$ cat src/rtl/rf_wb_queue_pkg.sv
// Shared widths and types for the 8x16 register file and its writeback queue.
// Both the register file and the queue front end import this package.
package rf_wb_queue_pkg;

    localparam int REG_SEL_W = 3;
    localparam int DATA_W    = 16;
    localparam int NUM_REGS  = 8;

    localparam int WBQ_DEPTH = 4;
    localparam int WBQ_PTR_W = 2;

    typedef logic [REG_SEL_W-1:0] reg_sel_t;
    typedef logic [DATA_W-1:0]    rf_data_t;

    typedef enum logic [1:0] {
        WBQ_IDLE = 2'b00,
        WBQ_PUSH = 2'b10,
        WBQ_POP  = 2'b01,
        WBQ_BOTH = 2'b11
    } wbq_op_e;

    // An entry matches a decode select only while it is still queued.
    function automatic logic wbq_sel_match(input logic valid, input reg_sel_t entry_sel,
                                           input reg_sel_t chk_sel);
        return valid && (entry_sel == chk_sel);
    endfunction

endpackage

$ cat src/rtl/rf_wb_queue_match.sv
// Youngest-match search over the queued writebacks for one decode read select.
// Scans from tail-1 back towards head so the most recent write to a register wins.
module wbq_match
    import rf_wb_queue_pkg::*;
#(
    parameter int DEPTH = WBQ_DEPTH,
    parameter int PTR_W = WBQ_PTR_W
) (
    input  reg_sel_t               i_sel,
    input  reg_sel_t [DEPTH-1:0]   i_regs,
    input  rf_data_t [DEPTH-1:0]   i_data,
    input  logic     [DEPTH-1:0]   i_valid,
    input  logic     [PTR_W-1:0]   i_head,
    input  logic     [PTR_W-1:0]   i_tail,
    output logic                   o_hit,
    output rf_data_t               o_data
);

    logic     w_hit;
    rf_data_t w_data;

    // Priority search: first valid match walking backward from the newest entry.
    always_comb begin
        logic             v_done;
        logic [PTR_W-1:0] v_idx;
        w_hit  = 1'b0;
        w_data = '0;
        v_done = 1'b0;
        v_idx  = i_tail;
        for (int k = 1; k <= DEPTH; k++) begin
            v_idx = i_tail - PTR_W'(k);
            if (!v_done && wbq_sel_match(i_valid[v_idx], i_regs[v_idx], i_sel)) begin
                w_hit  = 1'b1;
                w_data = i_data[v_idx];
                v_done = 1'b1;
            end else if (v_idx == i_head) begin
                v_done = 1'b1;
            end else begin
                v_done = v_done;
            end
        end
    end

    assign o_hit  = w_hit;
    assign o_data = w_data;

endmodule

$ cat src/rtl/rf_wb_queue.sv
// Writeback queue in front of the register file's single write port.
// Drains one entry per cycle and gives decode hazard flags plus youngest-data forwarding.
module rf_wb_queue
    import rf_wb_queue_pkg::*;
#(
    parameter int DEPTH = WBQ_DEPTH,
    parameter int PTR_W = WBQ_PTR_W
) (
    input  logic                 clk,
    input  logic                 rst,
    input  logic                 wb_valid,
    input  logic [REG_SEL_W-1:0] wb_reg,
    input  logic [DATA_W-1:0]    wb_data,
    output logic                 wb_ready,
    input  logic                 hold,
    output logic [REG_SEL_W-1:0] writeRegSel,
    output logic [DATA_W-1:0]    writeData,
    output logic                 writeEn,
    input  logic [REG_SEL_W-1:0] chkReg1Sel,
    input  logic [REG_SEL_W-1:0] chkReg2Sel,
    output logic                 hazard1,
    output logic                 hazard2,
    output logic [DATA_W-1:0]    fwdData1,
    output logic [DATA_W-1:0]    fwdData2,
    output logic                 err
);

    reg_sel_t [DEPTH-1:0] r_reg;
    rf_data_t [DEPTH-1:0] r_data;
    logic     [DEPTH-1:0] r_valid;
    logic     [PTR_W-1:0] r_head;
    logic     [PTR_W-1:0] r_tail;
    logic     [PTR_W:0]   r_count;

    logic                 w_ready;
    logic                 w_push;
    logic                 w_pop;
    logic     [PTR_W:0]   w_count_nxt;
    wbq_op_e              w_op;
    logic                 w_hit1;
    logic                 w_hit2;
    rf_data_t             w_fwd1;
    rf_data_t             w_fwd2;

    // Full compare uses registered count only, so a pop never reopens the queue in the same cycle.
    assign w_ready = (r_count != (PTR_W+1)'(DEPTH));
    assign w_push  = wb_valid & w_ready;
    // Gating with rst keeps a reset cycle from committing a half-discarded queue.
    assign w_pop   = (r_count != (PTR_W+1)'(0)) & ~hold & ~rst;
    assign w_op    = wbq_op_e'({w_push, w_pop});

    // Occupancy update for push, pop or both.
    always_comb begin
        case (w_op)
            WBQ_PUSH: w_count_nxt = r_count + (PTR_W+1)'(1);
            WBQ_POP:  w_count_nxt = r_count - (PTR_W+1)'(1);
            WBQ_BOTH: w_count_nxt = r_count;
            WBQ_IDLE: w_count_nxt = r_count;
            default:  w_count_nxt = r_count;
        endcase
    end

    // Queue storage and pointers; reset wins over any push or pop.
    always_ff @(posedge clk) begin
        if (rst) begin
            r_reg   <= '0;
            r_data  <= '0;
            r_valid <= '0;
            r_head  <= '0;
            r_tail  <= '0;
            r_count <= '0;
        end else begin
            if (w_push) begin
                r_reg[r_tail]   <= wb_reg;
                r_data[r_tail]  <= wb_data;
                r_valid[r_tail] <= 1'b1;
                r_tail          <= r_tail + PTR_W'(1);
            end
            if (w_pop) begin
                r_valid[r_head] <= 1'b0;
                r_head          <= r_head + PTR_W'(1);
            end
            r_count <= w_count_nxt;
        end
    end

    wbq_match #(.DEPTH(DEPTH), .PTR_W(PTR_W)) u_match1 (
        .i_sel   (chkReg1Sel),
        .i_regs  (r_reg),
        .i_data  (r_data),
        .i_valid (r_valid),
        .i_head  (r_head),
        .i_tail  (r_tail),
        .o_hit   (w_hit1),
        .o_data  (w_fwd1)
    );

    wbq_match #(.DEPTH(DEPTH), .PTR_W(PTR_W)) u_match2 (
        .i_sel   (chkReg2Sel),
        .i_regs  (r_reg),
        .i_data  (r_data),
        .i_valid (r_valid),
        .i_head  (r_head),
        .i_tail  (r_tail),
        .o_hit   (w_hit2),
        .o_data  (w_fwd2)
    );

    assign wb_ready    = w_ready;
    assign writeEn     = w_pop;
    assign writeRegSel = r_reg[r_head];
    assign writeData   = r_data[r_head];
    assign hazard1     = w_hit1;
    assign hazard2     = w_hit2;
    assign fwdData1    = w_fwd1;
    assign fwdData2    = w_fwd2;
    assign err         = 1'b0;

endmodule

$ cat config.mk
export PLATFORM = sky130hd
export DESIGN_NAME = rf_wb_queue
export DESIGN_NICKNAME = d
export VERILOG_FILES = /design/src/rtl/rf_wb_queue_pkg.sv /design/src/rtl/rf_wb_queue_match.sv /design/src/rtl/rf_wb_queue.sv
export SDC_FILE = /design/constraint.sdc
export NUM_CORES = 1
export LEC_CHECK = 0
export BUFFER_PORTS_ARGS = -buffer_cell sky130_fd_sc_hd__buf_2
export CAP_MARGIN = 20
export CORE_UTILIZATION = 61
export CTS_CLUSTER_DIAMETER = 150
export DETAILED_ROUTE_END_ITERATION = 6
export GPL_TIMING_DRIVEN = 0
export PLACE_DENSITY = 0.94
export SYNTH_ARGS = -nofsm -noshare
export SYNTH_HDL_FRONTEND = slang
export SYNTH_SLANG_ARGS = --single-unit
$ cat constraint.sdc
create_clock -name clk -period 12.7 [get_ports clk]
set_input_delay 2.54 -clock clk [delete_from_list [all_inputs] [get_ports clk]]
set_output_delay 2.54 -clock clk [all_outputs]
set_load 0.05 [all_outputs]
==> report_table.html, run 1 <==
<table>
<tr><th>Metric</th><th>Value</th></tr>
<tr><th colspan="2">Run status</th></tr>
<tr><td>Run status</td><td>finished, violations left</td></tr>
<tr><td>Violated checks</td><td>DRC</td></tr>
<tr><th colspan="2">Power</th></tr>
<tr><td>Leakage power</td><td>3.04 nW</td></tr>
<tr><td>P per Cell Area</td><td>126 mW/mm²</td></tr>
<tr><td>Max VDD drop</td><td>0.113 mV</td></tr>
<tr><th colspan="2">Setup path</th></tr>
<tr><td>Critical path capture point type</td><td>output port</td></tr>
<tr><td>CP Launch Point</td><td>r_tail[0]</td></tr>
<tr><td>Req. time, crit path</td><td>10.16 ns</td></tr>
<tr><td>Signal arrival time at the worst endpoint</td><td>4.94 ns</td></tr>
<tr><td>Worst r2r src</td><td>r_tail[0]</td></tr>
<tr><td>Maximum net fanout on the critical path</td><td>10</td></tr>
<tr><td>Worst setup path class</td><td>register to output port</td></tr>
<tr><td>Startpoint type of the worst setup path</td><td>register</td></tr>
<tr><th colspan="2">Final layout</th></tr>
<tr><td>Share of final-layout standard cells stronger than drive strength 1</td><td>19.8%</td></tr>
<tr><td>Number of inserted filler cells in the final layout</td><td>817</td></tr>
<tr><td>Number of antenna diodes</td><td>0</td></tr>
<tr><td>Max FFs per register</td><td>64</td></tr>
<tr><td>Most frequent cells in the layout</td><td>sky130_fd_sc_hd__nand2_1, sky130_fd_sc_hd__buf_2, sky130_fd_sc_hd__dfxtp_1</td></tr>
<tr><td>Most common library cell in the layout ignoring fill and taps</td><td>sky130_fd_sc_hd__nand2_1</td></tr>
<tr><td>Nets@finish</td><td>1025</td></tr>
<tr><td>Syn-to-layout area delta</td><td>12.0%</td></tr>
<tr><th colspan="2">Yosys</th></tr>
<tr><td>Number of synthesized flops with an enable pin</td><td>0</td></tr>
<tr><td>XOR/XNOR share of the synthesized area</td><td>4.15%</td></tr>
<tr><td>Syn Nets</td><td>935</td></tr>
<tr><td>Proportion of synthesized chip area in sequential cells</td><td>25.0%</td></tr>
<tr><td>Post-synthesis sequential element count</td><td>87</td></tr>
<tr><td>Post-synthesis instance area</td><td>0.00697 mm²</td></tr>
<tr><td>Primary flip-flop cell chosen by synthesis mapping</td><td>sky130_fd_sc_hd__dfxtp_1</td></tr>
<tr><td>Post-synthesis cell count</td><td>896</td></tr>
<tr><td>Compound-cell area share of the yosys netlist</td><td>20.6%</td></tr>
<tr><td>Adder and majority gate portion of the synthesized area</td><td>1.90%</td></tr>
<tr><td>Post-synthesis cell type count</td><td>43</td></tr>
<tr><td>Mux share of post-synthesis cell area</td><td>21.6%</td></tr>
<tr><td>Synth top area share</td><td>25.0%</td></tr>
<tr><td>Ranking of synthesized cells by area</td><td>sky130_fd_sc_hd__dfxtp_1, sky130_fd_sc_hd__mux4_2, sky130_fd_sc_hd__nand2_1, sky130_fd_sc_hd__nand3_1, sky130_fd_sc_hd__mux2i_1</td></tr>
<tr><td>Total of warnings raised by yosys</td><td>0</td></tr>
<tr><td>Synthesized-area fraction occupied by and/or/nand/nor cells</td><td>19.9%</td></tr>
<tr><td>Average cell area after synthesis</td><td>7.78 µm²</td></tr>
<tr><td>Dominant combinational cell family by area after synthesis</td><td>multiplexers</td></tr>
<tr><td>Yosys top cell by area</td><td>sky130_fd_sc_hd__dfxtp_1</td></tr>
<tr><td>Share of flip-flops with an asynchronous set or reset</td><td>0%</td></tr>
<tr><th colspan="2">Clock tree</th></tr>
<tr><td>CTS root buffer</td><td>sky130_fd_sc_hd__clkbuf_16</td></tr>
<tr><td>TritonCTS clock tree</td><td>built</td></tr>
<tr><td>Resized cells post-CTS</td><td>0</td></tr>
<tr><td>Clock Path Buffers</td><td>2</td></tr>
<tr><td>Clock latency at the later pin of the worst-skew pair</td><td>0.34 ns</td></tr>
<tr><td>Clk slew on worst S/H paths</td><td>0.06 ns</td></tr>
<tr><td>Max H-tree Level</td><td>3</td></tr>
<tr><td>Number of buffers created by CTS</td><td>9</td></tr>
<tr><td>Count of hold-fix buffers inserted at cts</td><td>0</td></tr>
<tr><td>Buffers inserted during post-CTS setup optimization</td><td>0</td></tr>
<tr><td>Number of sinks on the clock net</td><td>87</td></tr>
<tr><th colspan="2">Detailed routing</th></tr>
<tr><td>Number of vias after detailed routing</td><td>7654</td></tr>
<tr><td>Drc violations</td><td>8</td></tr>
<tr><td>Overall routed net length</td><td>22900 µm</td></tr>
<tr><td>Vias per Instance</td><td>6.79</td></tr>
<tr><td>DRT Pass-1 Iters</td><td>7</td></tr>
<tr><td>Antenna-violating nets left</td><td>0</td></tr>
<tr><td>DRC marker count from the first detailed-route iteration</td><td>1084</td></tr>
<tr><td>Average wire length per cell after detail routing</td><td>20.3 µm</td></tr>
<tr><th colspan="2">GRT</th></tr>
<tr><td>GRT Util Overall</td><td>39.5%</td></tr>
<tr><td>Total global routing overflow</td><td>0</td></tr>
<tr><td>Maximum number of pins on one net before global-route repair</td><td>13</td></tr>
<tr><td>Via count of the first global-routing pass</td><td>7268</td></tr>
<tr><td>Initial antenna violation count</td><td>0</td></tr>
<tr><td>First-pass GRT wire length</td><td>35900 µm</td></tr>
<tr><th colspan="2">Floorplanning</th></tr>
<tr><td>Standard-cell row count</td><td>38</td></tr>
<tr><td>Floorplan die width</td><td>109 µm</td></tr>
<tr><td>I/O pin count</td><td>85</td></tr>
<tr><td>Core area</td><td>0.0110 mm²</td></tr>
<tr><td>Floorplan die height</td><td>109 µm</td></tr>
<tr><td>Die area</td><td>0.0119 mm²</td></tr>
<tr><td>Initial standard-cell utilization of the core</td><td>63.5%</td></tr>
<tr><th colspan="2">STA</th></tr>
<tr><td>Hold Violations, Final</td><td>0</td></tr>
<tr><td>Clk_skew</td><td>0.00831 ns</td></tr>
<tr><td>Slew Limit Headroom</td><td>40.2%</td></tr>
<tr><td>Transition time of the tightest slew-check pin</td><td>0.897 ns</td></tr>
<tr><td>Clock period minus final worst setup slack</td><td>7.48 ns</td></tr>
<tr><td>Final Max Tran Viols</td><td>0</td></tr>
<tr><td>Tightest hold margin</td><td>0.504 ns</td></tr>
<tr><td>Share of the cycle needed by the critical path after routing</td><td>58.9%</td></tr>
<tr><td>Final number of setup-violating endpoints</td><td>0</td></tr>
<tr><td>Summed negative setup slack over all endpoints</td><td>0 ns</td></tr>
<tr><td>RSZ-0062 raised after global routing</td><td>no</td></tr>
<tr><td>Max Clk Rate</td><td>0.134 GHz</td></tr>
<tr><th colspan="2">Hold path</th></tr>
<tr><td>Hold crit path type</td><td>register to register</td></tr>
<tr><td>Startpoint of the lowest-slack hold path</td><td>r_data[22]</td></tr>
<tr><th colspan="2">Placed design</th></tr>
<tr><td>GPL Wtd Cong</td><td>0.956</td></tr>
<tr><td>IO Port Bufs</td><td>79</td></tr>
<tr><td>Detailed placement HPWL</td><td>17600 µm</td></tr>
<tr><th colspan="2">Flow run</th></tr>
<tr><td>Total of max-cap violations</td><td>0</td></tr>
</table>
[synth_stat cells, types with 10 or more instances]
cell	n
sky130_fd_sc_hd__mux4_2	33
sky130_fd_sc_hd__a22oi_1	16
sky130_fd_sc_hd__a211oi_1	16
sky130_fd_sc_hd__xor2_1	10
sky130_fd_sc_hd__buf_1	11
sky130_fd_sc_hd__o21ai_0	49
sky130_fd_sc_hd__dfxtp_1	87
sky130_fd_sc_hd__inv_1	15
sky130_fd_sc_hd__a21o_1	17
sky130_fd_sc_hd__buf_2	11
sky130_fd_sc_hd__mux2i_1	40
sky130_fd_sc_hd__a31oi_1	16
sky130_fd_sc_hd__a31o_2	16
sky130_fd_sc_hd__nand2_1	149
sky130_fd_sc_hd__nand4_1	20
sky130_fd_sc_hd__nand3_1	81
sky130_fd_sc_hd__mux2_2	32
sky130_fd_sc_hd__a21oi_1	79
sky130_fd_sc_hd__xnor2_1	23
sky130_fd_sc_hd__clkbuf_1	61
sky130_fd_sc_hd__nor2_1	56
sky130_fd_sc_hd__o22ai_1	16
[cells by family after synthesis]
group	after synthesis
and+or+nand+nor	317
AOI/OAI and AO/OA	235
buffers and inverters	108
muxes	105
DFF	87
xor gates and xnor gates	33
adders and majority gates	10
other	1
[worst paths after layout]
kind	to	slack (ns)	cells past startpoint
worst min register to register	r_data[22]	0.50	2
worst min-delay path	r_data[22]	0.50	2
worst max-delay path	fwdData1[7]	5.22	17
worst max register to register	r_tail[1]	9.25	12
[power by group]
| group | switching [mW] | total, mW | internal (mW) |
|---|---|---|---|
| clock network | 0.0978 | 0.246 | 0.149 |
| registers | 0.0242 | 0.315 | 0.291 |
| logic | 0.286 | 0.421 | 0.135 |
| total | 0.408 | 0.983 | 0.575 |
[final cells by class]
class	instances	area [µm²]	share of cell area [%]
multi-input cells	701	4750	60.9
flip-flops and latches	87	1740	22.3
plain buffers	93	419	5.37
repair buffers	79	395	5.06
clock buffers	11	233	2.98
well taps	140	175	2.24
inverters	15	56.3	0.721
clock inverters	2	35.0	0.449
[worst max-delay path: stages, from the launching register on]
cell	delay, ns
sky130_fd_sc_hd__dfxtp_1	0.40
sky130_fd_sc_hd__buf_4	0.18
sky130_fd_sc_hd__buf_6	0.17
sky130_fd_sc_hd__buf_6	0.18
sky130_fd_sc_hd__buf_2	0.25
sky130_fd_sc_hd__buf_2	0.38
sky130_fd_sc_hd__inv_1	0.13
sky130_fd_sc_hd__ha_1	0.33
sky130_fd_sc_hd__buf_2	0.21
sky130_fd_sc_hd__buf_1	0.36
sky130_fd_sc_hd__mux4_2	0.42
sky130_fd_sc_hd__nand4_2	0.19
sky130_fd_sc_hd__nor2b_1	0.14
sky130_fd_sc_hd__buf_2	0.20
sky130_fd_sc_hd__buf_1	0.35
sky130_fd_sc_hd__nand4_1	0.14
sky130_fd_sc_hd__a22oi_1	0.25
sky130_fd_sc_hd__buf_2	0.30
[through the flow]
step                cell area (µm²)  util, %  power (mW)  instances  setup WS, ns
floorplan                      6970        -       0.623        896          5.50
global placement               7540     68.6       0.708       1115          5.64
detailed placement             7540     68.6       0.722       1115          5.60
CTS                            7810     71.1       0.969       1128          5.28
global route                   7810     71.1        1.02       1128          4.90
finish                         7810     71.1       0.983       1128          5.22
[routing by layer]
metal	vias up	routed length [µm]	global-route usage [%]
met5	-	0	0
met2	641	10300	62.4
met4	0	1030	21.9
li1	3413	-	-
met3	123	3000	8.49
met1	3477	8540	50.1
(Power assumes the default switching activity.)
==> run 2: changes to the inputs <==
--- a/config.mk
+++ b/config.mk
@@ -5,13 +5,14 @@
 export SDC_FILE = /design/constraint.sdc
 export NUM_CORES = 1
 export LEC_CHECK = 0
+export ABC_AREA = 1
 export BUFFER_PORTS_ARGS = -buffer_cell sky130_fd_sc_hd__buf_2
 export CAP_MARGIN = 20
-export CORE_UTILIZATION = 61
+export CORE_UTILIZATION = 60
 export CTS_CLUSTER_DIAMETER = 150
 export DETAILED_ROUTE_END_ITERATION = 6
 export GPL_TIMING_DRIVEN = 0
-export PLACE_DENSITY = 0.94
+export PLACE_DENSITY = 0.93
 export SYNTH_ARGS = -nofsm -noshare
 export SYNTH_HDL_FRONTEND = slang
 export SYNTH_SLANG_ARGS = --single-unit
==> constraint.sdc (replaced) <==
create_clock -name clk -period 7.3 [get_ports clk]
set_input_delay 1.46 -clock clk [delete_from_list [all_inputs] [get_ports clk]]
set_output_delay 1.46 -clock clk [all_outputs]
set_load 0.05 [all_outputs]
==> report_table.html, run 2 <==
<table>
<tr><th>Metric</th><th>Value</th></tr>
<tr><th colspan="2">Setup path</th></tr>
<tr><td>Startpoint type of the worst setup path</td><td>register</td></tr>
<tr><td>Worst setup path class</td><td>register to output port</td></tr>
<tr><td>Dominant delay contributor by cell family on the critical path</td><td>buffers and inverters</td></tr>
<tr><td>Master of the slowest instance on the critical path</td><td>sky130_fd_sc_hd__clkbuf_1</td></tr>
<tr><td>Cell count of the worst reg-to-reg path</td><td>12 (unchanged)</td></tr>
<tr><td>Maximum net fanout on the critical path</td><td>11 (+1)</td></tr>
<tr><td>Delay of the slowest critical-path stage</td><td>0.54 ns (+0.12 ns)</td></tr>
<tr><td>Critical R2R Capture</td><td>r_tail[1]</td></tr>
<tr><td>Count of buffering cells on the critical path with inverters included</td><td>8 (-3)</td></tr>
<tr><td>Worst r2r src</td><td>r_tail[1]</td></tr>
<tr><td>Critical path capture point type</td><td>output port</td></tr>
<tr><td>Req. time, crit path</td><td>5.84 ns (-4.32 ns)</td></tr>
<tr><td>List of cells traversed by the critical path</td><td>buf_4 -&gt; inv_2 -&gt; buf_2 -&gt; buf_2 -&gt; clkbuf_1 -&gt; ha_1 -&gt; inv_1 -&gt; nand3_2 -&gt; nand2_1 -&gt; nand2_1 -&gt; nand2_1 -&gt; nor2_2 -&gt; nand2_4 -&gt; nand2_2 -&gt; nor2_4 -&gt; buf_6 -&gt; nand3_1 -&gt; nand3_1 -&gt; buf_2</td></tr>
<tr><td>Signal arrival time at the worst endpoint</td><td>4.21 ns (-0.73 ns)</td></tr>
<tr><td>R2R setup slack</td><td>3.87 ns (-5.38 ns)</td></tr>
<tr><th colspan="2">Yosys</th></tr>
<tr><td>Post-synthesis cell count</td><td>1283 (+43%)</td></tr>
<tr><td>Primary flip-flop cell chosen by synthesis mapping</td><td>sky130_fd_sc_hd__dfxtp_1</td></tr>
<tr><td>Average cell area after synthesis</td><td>5.78 µm² (-26%)</td></tr>
<tr><td>Synth top cells by count</td><td>sky130_fd_sc_hd__nand2_1, sky130_fd_sc_hd__o21ai_0, sky130_fd_sc_hd__nand3_1</td></tr>
<tr><td>Share of flip-flops with an asynchronous set or reset</td><td>0% (unchanged)</td></tr>
<tr><td>Count leader, synth</td><td>sky130_fd_sc_hd__nand2_1</td></tr>
<tr><td>Post-synthesis sequential element count</td><td>87 (unchanged)</td></tr>
<tr><td>Synth top area share</td><td>23.5% (-1.5 points)</td></tr>
<tr><td>Total of warnings raised by yosys</td><td>0 (unchanged)</td></tr>
<tr><td>Proportion of synthesized chip area in sequential cells</td><td>23.5% (-1.5 points)</td></tr>
<tr><td>Post-synthesis cell type count</td><td>35 (-19%)</td></tr>
<tr><td>Ranking of synthesized cells by area</td><td>sky130_fd_sc_hd__dfxtp_1, sky130_fd_sc_hd__o21ai_0, sky130_fd_sc_hd__nand2_1, sky130_fd_sc_hd__nand3_1, sky130_fd_sc_hd__a21oi_1</td></tr>
<tr><td>Yosys top cell by area</td><td>sky130_fd_sc_hd__dfxtp_1</td></tr>
<tr><td>Syn Nets</td><td>1322 (+41%)</td></tr>
<tr><td>Post-synthesis instance area</td><td>0.00741 mm² (+6.4%)</td></tr>
<tr><td>Number of synthesized flops with an enable pin</td><td>0 (unchanged)</td></tr>
<tr><th colspan="2">GRT</th></tr>
<tr><td>Maximum number of pins on one net before global-route repair</td><td>13 (unchanged)</td></tr>
<tr><td>Total global routing overflow</td><td>0 (unchanged)</td></tr>
<tr><td>First-pass GRT wire length</td><td>39200 µm (+9.0%)</td></tr>
<tr><td>Initial antenna violation count</td><td>1 (+1)</td></tr>
<tr><td>Via count of the first global-routing pass</td><td>7918 (+8.9%)</td></tr>
<tr><td>GRT Util Overall</td><td>38.7% (-0.76 points)</td></tr>
<tr><th colspan="2">Clock tree</th></tr>
<tr><td>CTS root buffer</td><td>sky130_fd_sc_hd__clkbuf_16</td></tr>
<tr><td>Buffers inserted during post-CTS setup optimization</td><td>0 (unchanged)</td></tr>
<tr><td>Resized cells post-CTS</td><td>0 (unchanged)</td></tr>
<tr><td>Clock Path Buffers</td><td>2 (unchanged)</td></tr>
<tr><td>Clk slew on worst S/H paths</td><td>0.06 ns (about the same)</td></tr>
<tr><td>Number of buffers created by CTS</td><td>9 (unchanged)</td></tr>
<tr><td>TritonCTS clock tree</td><td>built</td></tr>
<tr><td>Clock latency at the later pin of the worst-skew pair</td><td>0.35 ns (about the same)</td></tr>
<tr><td>Count of hold-fix buffers inserted at cts</td><td>0 (unchanged)</td></tr>
<tr><td>Max H-tree Level</td><td>3 (unchanged)</td></tr>
<tr><td>Number of sinks on the clock net</td><td>87 (unchanged)</td></tr>
<tr><th colspan="2">Final layout</th></tr>
<tr><td>Most common library cell in the layout ignoring fill and taps</td><td>sky130_fd_sc_hd__nand2_1</td></tr>
<tr><td>Number of antenna diodes</td><td>0 (unchanged)</td></tr>
<tr><td>Final cell count without fillers</td><td>1527 (+35%)</td></tr>
<tr><td>Nets@finish</td><td>1415 (+38%)</td></tr>
<tr><td>Share of final-layout standard cells stronger than drive strength 1</td><td>12.7% (-7.2 points)</td></tr>
<tr><td>Post-route cell area</td><td>0.00827 mm² (+5.9%)</td></tr>
<tr><td>Final Core Density</td><td>68.8% (-2.3 points)</td></tr>
<tr><td>Max FFs per register</td><td>64 (unchanged)</td></tr>
<tr><td>Most frequent cells in the layout</td><td>sky130_fd_sc_hd__nand2_1, sky130_fd_sc_hd__o21ai_0, sky130_fd_sc_hd__nand3_1</td></tr>
<tr><td>Syn-to-layout area delta</td><td>11.5%</td></tr>
<tr><th colspan="2">Floorplanning</th></tr>
<tr><td>Initial standard-cell utilization of the core</td><td>61.7% (-1.7 points)</td></tr>
<tr><td>Die area</td><td>0.0128 mm² (+8.0%)</td></tr>
<tr><td>Standard-cell row count</td><td>40 (+5.3%)</td></tr>
<tr><td>Floorplan die width</td><td>113 µm (+3.9%)</td></tr>
<tr><td>Core area</td><td>0.0120 mm² (+9.4%)</td></tr>
<tr><td>I/O pin count</td><td>85 (unchanged)</td></tr>
<tr><td>Floorplan die height</td><td>113 µm (+3.9%)</td></tr>
<tr><th colspan="2">Detailed routing</th></tr>
<tr><td>Number of vias after detailed routing</td><td>9099 (+19%)</td></tr>
<tr><td>Vias per Instance</td><td>5.96 (-12%)</td></tr>
<tr><td>DRT Pass-1 Iters</td><td>7 (unchanged)</td></tr>
<tr><td>DRC marker count from the first detailed-route iteration</td><td>1619 (+49%)</td></tr>
<tr><td>Average wire length per cell after detail routing</td><td>16.3 µm (-20%)</td></tr>
<tr><td>Overall routed net length</td><td>24800 µm (+8.4%)</td></tr>
<tr><td>Drc violations</td><td>1 (-7)</td></tr>
<tr><td>Antenna-violating nets left</td><td>0 (unchanged)</td></tr>
<tr><th colspan="2">Hold path</th></tr>
<tr><td>Hold crit path type</td><td>register to register</td></tr>
<tr><td>Cells on Worst Hold Path</td><td>2 (unchanged)</td></tr>
<tr><td>Worst hold path endpoint</td><td>r_data[49]</td></tr>
<tr><td>Startpoint of the lowest-slack hold path</td><td>r_data[49]</td></tr>
<tr><th colspan="2">Run status</th></tr>
<tr><td>Run status</td><td>finished, violations left</td></tr>
<tr><td>Violated checks</td><td>DRC</td></tr>
<tr><th colspan="2">STA</th></tr>
<tr><td>Max Clk Rate</td><td>0.176 GHz</td></tr>
<tr><td>Clock period minus final worst setup slack</td><td>5.67 ns</td></tr>
<tr><td>Transition time of the tightest slew-check pin</td><td>0.676 ns (-0.221 ns)</td></tr>
<tr><td>Final Max Tran Viols</td><td>0 (unchanged)</td></tr>
<tr><td>Slew Limit Headroom</td><td>55.0% (+15 points)</td></tr>
<tr><td>Clk_skew</td><td>0.00462 ns (-0.00369 ns)</td></tr>
<tr><td>Hold Violations, Final</td><td>0 (unchanged)</td></tr>
<tr><td>Final number of setup-violating endpoints</td><td>0 (unchanged)</td></tr>
<tr><td>Summed negative setup slack over all endpoints</td><td>0 ns (unchanged)</td></tr>
<tr><td>Share of the cycle needed by the critical path after routing</td><td>77.7%</td></tr>
<tr><td>RSZ-0062 raised after global routing</td><td>no</td></tr>
<tr><th colspan="2">Placed design</th></tr>
<tr><td>GPL Wtd Cong</td><td>1.01 (+5.5%)</td></tr>
<tr><td>Post-DP Area</td><td>0.00801 mm² (+6.2%)</td></tr>
<tr><td>IO Port Bufs</td><td>82 (+3.8%)</td></tr>
<tr><td>Detailed placement HPWL</td><td>19100 µm (+8.3%)</td></tr>
<tr><td>Cell count after placement</td><td>1512 (+36%)</td></tr>
<tr><th colspan="2">Power</th></tr>
<tr><td>Switching power summed over all nets</td><td>0.894 mW (+120%)</td></tr>
<tr><td>Leakage power</td><td>3.90 nW (+28%)</td></tr>
<tr><td>Tot Pwr</td><td>1.89 mW (+92%)</td></tr>
<tr><td>Combinational group share of total power</td><td>49.2% (+6.3 points)</td></tr>
<tr><td>Sequential cell fraction of total power</td><td>28.6% (-3.5 points)</td></tr>
<tr><td>P per Cell Area</td><td>228 mW/mm² (+81%)</td></tr>
<tr><td>Max VDD drop</td><td>0.212 mV (+89%)</td></tr>
<tr><td>P_int</td><td>0.994 mW (+73%)</td></tr>
<tr><td>Clock share of power</td><td>22.3% (-2.8 points)</td></tr>
<tr><td>Sw Share</td><td>47.4% (+5.8 points)</td></tr>
<tr><th colspan="2">Flow run</th></tr>
<tr><td>Total of max-cap violations</td><td>0 (unchanged)</td></tr>
</table>
-- run 2: changes by cell type after synthesis, sizes merged, moves of 17 or more --
cell,before,now
nand3,81,181
mux2i,40,0
nand4,21,2
nand2,149,292
nor2,56,86
mux2,32,0
mux4,33,0
o21ai,50,221
xnor2,23,1
inv,15,154
a21oi,79,134
a21o,17,0
-- run 2: logic make-up after synthesis --
family / share of synthesized area (%)
AO/OA/AOI/OAI: 25.0
XOR/XNOR: 0.354
flip-flops: 23.5
other: 0.0506
AND/OR/NAND/NOR: 35.4
adder cells (fa/ha/maj): 1.79
buffers and inverters: 14.0
-- run 2: worst max-delay path by stage --
| stage | from | end | slack, ns | depth (start not counted) |
|---|---|---|---|---|
| 4_1_cts | r_tail[1] | fwdData2[13] | 1.70 | 19 |
| 6_report | r_tail[1] | fwdData2[13] | 1.63 | 19 |
| 2_1_floorplan | r_tail[1] | fwdData2[10] | 2.77 | 18 |
| 3_5_place_dp | r_tail[1] | fwdData2[13] | 2.08 | 19 |
| 5_1_grt | r_tail[1] | fwdData2[8] | 1.36 | 19 |
| 3_3_place_gp | r_tail[1] | fwdData2[13] | 2.11 | 19 |
-- run 2: area by class of cell --
class                      count  area (µm²)
tap                          147         184
sequential                    87        1740
clock inverter                 1        5.00
clock buffer                  14         254
multi-input combinational    956        4630
buffer                        86         460
inverter                     154         578
timing repair buffer          82         410
fill                        1094        3740
-- run 2: metal layers --
metal	global-route usage (%)	vias to the layer above	part of all wire, %
li1	-	4386	-
met1	54.6	4001	41
met2	59.0	656	42
met3	8.09	56	15
met4	12.4	0	2.1
met5	0	-	0
-- run 2: tightest hold or removal path, stage by stage (launching register included) --
cell and delay [ns]:
sky130_fd_sc_hd__dfxtp_1 0.32, sky130_fd_sc_hd__inv_1 0.07, sky130_fd_sc_hd__a21oi_1 0.06
-- run 2: power groups by stage --
| stage | combinational (mW) | clock, mW | sequential [mW] |
|---|---|---|---|
| floorplan | 0.666 | 0 | 0.540 |
| global placement | 0.874 | 0 | 0.546 |
| detailed placement | 0.891 | 0 | 0.548 |
| CTS | 0.894 | 0.413 | 0.538 |
| global route | 0.999 | 0.431 | 0.542 |
| finish | 0.929 | 0.420 | 0.540 |
-- run 2: per-stage QoR --
| stage | setup WS, ns | hold slack, ns |
|---|---|---|
| 6_report | 1.63 | 0.489 |
| 5_1_grt | 1.36 | 0.502 |
| 4_1_cts | 1.70 | 0.484 |
| 3_5_place_dp | 2.08 | 0.475 |
| 3_3_place_gp | 2.11 | 0.467 |
| 2_1_floorplan | 2.77 | 0.453 |
==> run 3: changes to the inputs <==
--- a/config.mk
+++ b/config.mk
@@ -5,14 +5,14 @@
 export SDC_FILE = /design/constraint.sdc
 export NUM_CORES = 1
 export LEC_CHECK = 0
-export ABC_AREA = 1
+export ABC_AREA = 0
 export BUFFER_PORTS_ARGS = -buffer_cell sky130_fd_sc_hd__buf_2
 export CAP_MARGIN = 20
-export CORE_UTILIZATION = 60
+export CORE_UTILIZATION = 54
 export CTS_CLUSTER_DIAMETER = 150
 export DETAILED_ROUTE_END_ITERATION = 6
 export GPL_TIMING_DRIVEN = 0
-export PLACE_DENSITY = 0.93
+export PLACE_DENSITY = 0.89
 export SYNTH_ARGS = -nofsm -noshare
 export SYNTH_HDL_FRONTEND = slang
 export SYNTH_SLANG_ARGS = --single-unit
==> constraint.sdc (replaced) <==
create_clock -name clk -period 5.1 [get_ports clk]
set_input_delay 1.02 -clock clk [delete_from_list [all_inputs] [get_ports clk]]
set_output_delay 1.02 -clock clk [all_outputs]
set_load 0.05 [all_outputs]
==> report_table.html, run 3 (synthesis gave the netlist of run 1 again) <==
<table>
<tr><th>Metric</th><th>Value</th></tr>
<tr><th colspan="2">STA</th></tr>
<tr><td>Hold Violations, Final</td><td>0 (unchanged)</td></tr>
<tr><td>Clk_skew</td><td>0.00554 ns (+0.000918 ns)</td></tr>
<tr><td>Tightest hold margin</td><td>0.496 ns (+0.00644 ns)</td></tr>
<tr><td>Clock period minus final worst setup slack</td><td>4.97 ns</td></tr>
<tr><td>Transition time of the tightest slew-check pin</td><td>0.941 ns (+0.265 ns)</td></tr>
<tr><td>Final number of setup-violating endpoints</td><td>0 (unchanged)</td></tr>
<tr><td>Max Clk Rate</td><td>0.201 GHz</td></tr>
<tr><td>Final Max Tran Viols</td><td>0 (unchanged)</td></tr>
<tr><td>Slew Limit Headroom</td><td>37.3% (-18 points)</td></tr>
<tr><td>RSZ-0062 raised after global routing</td><td>no</td></tr>
<tr><td>Share of the cycle needed by the critical path after routing</td><td>97.4%</td></tr>
<tr><th colspan="2">GRT</th></tr>
<tr><td>Initial antenna violation count</td><td>0 (-1)</td></tr>
<tr><td>Total global routing overflow</td><td>0 (unchanged)</td></tr>
<tr><td>GRT Util Overall</td><td>33.2% (-5.5 points)</td></tr>
<tr><td>Maximum number of pins on one net before global-route repair</td><td>18 (+5)</td></tr>
<tr><td>Via count of the first global-routing pass</td><td>6780 (-14%)</td></tr>
<tr><td>First-pass GRT wire length</td><td>34300 µm (-12%)</td></tr>
<tr><th colspan="2">Final layout</th></tr>
<tr><td>Nets@finish</td><td>1040 (-27%)</td></tr>
<tr><td>Most common library cell in the layout ignoring fill and taps</td><td>sky130_fd_sc_hd__nand2_1</td></tr>
<tr><td>Most frequent cells in the layout</td><td>sky130_fd_sc_hd__nand2_1, sky130_fd_sc_hd__dfxtp_1, sky130_fd_sc_hd__nand3_1</td></tr>
<tr><td>Share of final-layout standard cells stronger than drive strength 1</td><td>23.8% (+11 points)</td></tr>
<tr><td>Syn-to-layout area delta</td><td>16.9%</td></tr>
<tr><td>Post-route cell area</td><td>0.00815 mm² (-1.4%)</td></tr>
<tr><td>Number of antenna diodes</td><td>0 (unchanged)</td></tr>
<tr><td>Max FFs per register</td><td>64 (unchanged)</td></tr>
<tr><th colspan="2">Floorplanning</th></tr>
<tr><td>I/O pin count</td><td>85 (unchanged)</td></tr>
<tr><td>Die area</td><td>0.0134 mm² (+4.4%)</td></tr>
<tr><td>Initial standard-cell utilization of the core</td><td>55.2% (-6.5 points)</td></tr>
<tr><td>Core area</td><td>0.0126 mm² (+5.1%)</td></tr>
<tr><td>Floorplan die width</td><td>116 µm (+2.2%)</td></tr>
<tr><td>Standard-cell row count</td><td>41 (+2.5%)</td></tr>
<tr><td>Floorplan die height</td><td>116 µm (+2.2%)</td></tr>
<tr><th colspan="2">Detailed routing</th></tr>
<tr><td>Number of vias after detailed routing</td><td>7627 (-16%)</td></tr>
<tr><td>DRT Pass-1 Iters</td><td>7 (unchanged)</td></tr>
<tr><td>Average wire length per cell after detail routing</td><td>19.5 µm (+20%)</td></tr>
<tr><td>Vias per Instance</td><td>6.47 (+8.7%)</td></tr>
<tr><td>Antenna-violating nets left</td><td>0 (unchanged)</td></tr>
<tr><td>Overall routed net length</td><td>23000 µm (-7.4%)</td></tr>
<tr><td>Drc violations</td><td>22 (+21)</td></tr>
<tr><td>DRC marker count from the first detailed-route iteration</td><td>1261 (-22%)</td></tr>
<tr><th colspan="2">Flow run</th></tr>
<tr><td>Total of max-cap violations</td><td>0 (unchanged)</td></tr>
<tr><th colspan="2">Clock tree</th></tr>
<tr><td>TritonCTS clock tree</td><td>built</td></tr>
<tr><td>Count of hold-fix buffers inserted at cts</td><td>0 (unchanged)</td></tr>
<tr><td>Max H-tree Level</td><td>3 (unchanged)</td></tr>
<tr><td>Clk slew on worst S/H paths</td><td>0.06 ns (about the same)</td></tr>
<tr><td>Clock latency at the later pin of the worst-skew pair</td><td>0.35 ns (about the same)</td></tr>
<tr><td>CTS root buffer</td><td>sky130_fd_sc_hd__clkbuf_16</td></tr>
<tr><td>Clock Path Buffers</td><td>2 (unchanged)</td></tr>
<tr><td>Number of buffers created by CTS</td><td>9 (unchanged)</td></tr>
<tr><td>Number of sinks on the clock net</td><td>87 (unchanged)</td></tr>
<tr><th colspan="2">Placed design</th></tr>
<tr><td>GPL Wtd Cong</td><td>0.957 (-5.0%)</td></tr>
<tr><td>Post-DP Area</td><td>0.00762 mm² (-4.8%)</td></tr>
<tr><td>IO Port Bufs</td><td>79 (-3.7%)</td></tr>
<tr><td>Detailed placement HPWL</td><td>17300 µm (-9.4%)</td></tr>
<tr><th colspan="2">Hold path</th></tr>
<tr><td>Startpoint of the lowest-slack hold path</td><td>r_data[13]</td></tr>
<tr><td>Hold crit path type</td><td>register to register</td></tr>
<tr><th colspan="2">Setup path</th></tr>
<tr><td>Critical path capture point type</td><td>output port</td></tr>
<tr><td>List of cells traversed by the critical path</td><td>clkbuf_2 -&gt; clkbuf_4 -&gt; clkinvlp_4 -&gt; ha_1 -&gt; buf_4 -&gt; mux4_2 -&gt; xnor2_2 -&gt; nand4_2 -&gt; nor2b_1 -&gt; buf_2 -&gt; and3_1 -&gt; buf_2 -&gt; buf_6 -&gt; a22oi_1 -&gt; buf_4</td></tr>
<tr><td>Count of buffering cells on the critical path with inverters included</td><td>8 (unchanged)</td></tr>
<tr><td>Master of the slowest instance on the critical path</td><td>sky130_fd_sc_hd__dfxtp_1</td></tr>
<tr><td>Maximum net fanout on the critical path</td><td>10 (-1)</td></tr>
<tr><td>Worst r2r src</td><td>r_tail[1]</td></tr>
<tr><td>Req. time, crit path</td><td>4.08 ns (-1.76 ns)</td></tr>
<tr><td>CP Launch Point</td><td>r_tail[1]</td></tr>
<tr><td>Startpoint type of the worst setup path</td><td>register</td></tr>
<tr><td>Signal arrival time at the worst endpoint</td><td>3.95 ns (-0.26 ns)</td></tr>
<tr><td>Worst setup path class</td><td>register to output port</td></tr>
<tr><td>Delay of the slowest critical-path stage</td><td>0.41 ns (-0.13 ns)</td></tr>
<tr><td>Dominant delay contributor by cell family on the critical path</td><td>buffers and inverters</td></tr>
<tr><th colspan="2">Power</th></tr>
<tr><td>P per Cell Area</td><td>312 mW/mm² (+36%)</td></tr>
<tr><td>Max VDD drop</td><td>0.203 mV (-4.3%)</td></tr>
<tr><td>Tot Pwr</td><td>2.54 mW (+34%)</td></tr>
<tr><td>Leakage power</td><td>3.17 nW (-19%)</td></tr>
<tr><th colspan="2">Run status</th></tr>
<tr><td>Run status</td><td>finished, violations left</td></tr>
<tr><td>Violated checks</td><td>DRC</td></tr>
</table>
run 3: worst reg2reg max path: stages (launching register included):
cell and delay, ns:
sky130_fd_sc_hd__dfxtp_1 0.41, sky130_fd_sc_hd__clkbuf_2 0.26, sky130_fd_sc_hd__clkbuf_4 0.27, sky130_fd_sc_hd__clkinvlp_4 0.19
sky130_fd_sc_hd__ha_1 0.35, sky130_fd_sc_hd__buf_4 0.17, sky130_fd_sc_hd__buf_2 0.23, sky130_fd_sc_hd__buf_1 0.51
sky130_fd_sc_hd__nand2_1 0.10, sky130_fd_sc_hd__a21oi_1 0.14
run 3: power by group:
part | internal, mW | switching (mW)
Clock | 0.390 | 0.260
Sequential | 0.725 | 0.0565
Combinational | 0.377 | 0.730
Total | 1.49 | 1.05
run 3: area by class of cell:
class | instances | area (µm²)
well taps | 172 | 215
clock inverters | 4 | 45.0
flip-flops and latches | 87 | 1740
repair buffers | 96 | 548
inverters | 15 | 60.1
clock buffers | 12 | 246
fillers | 1028 | 4470
multi-input cells | 701 | 4850
plain buffers | 91 | 445
run 3: metal layers:
layer	track usage, %	vias up	share of wire, %
met4	14.4	0	3.7
met3	4.39	94	11
li1	-	3451	-
met1	44.1	3517	40
met2	54.3	565	46
met5	0	-	0
run 3: worst paths after layout:
check,endpoint,slack [ns],depth (start not counted)
setup reg to reg,r_tail[1],2.40,9
hold / removal,r_data[13],0.50,2
setup / recovery,fwdData1[5],0.13,15
hold reg to reg,r_data[13],0.50,2
run 3: stage by stage:
stage          setup slack (ns)  cells  utilization, %  TNS (ns)
2_1_floorplan           -0.0102    896               -   -0.0102
3_3_place_gp             -0.342   1147            60.4     -6.71
3_5_place_dp             -0.434   1147            60.4     -9.45
4_1_cts                  0.0453   1164            63.4         0
5_1_grt                  0.0276   1178            64.6         0
6_report                  0.134   1178            64.6         0
run 3: what timing repair did:
item                                   CTS  global route
gates resized for setup                 23            18
setup buffers                            2            15
setup endpoints to repair               34            33
pin swaps                                3             2
gates cloned                             0             0
endpoints found under the hold margin    0             0
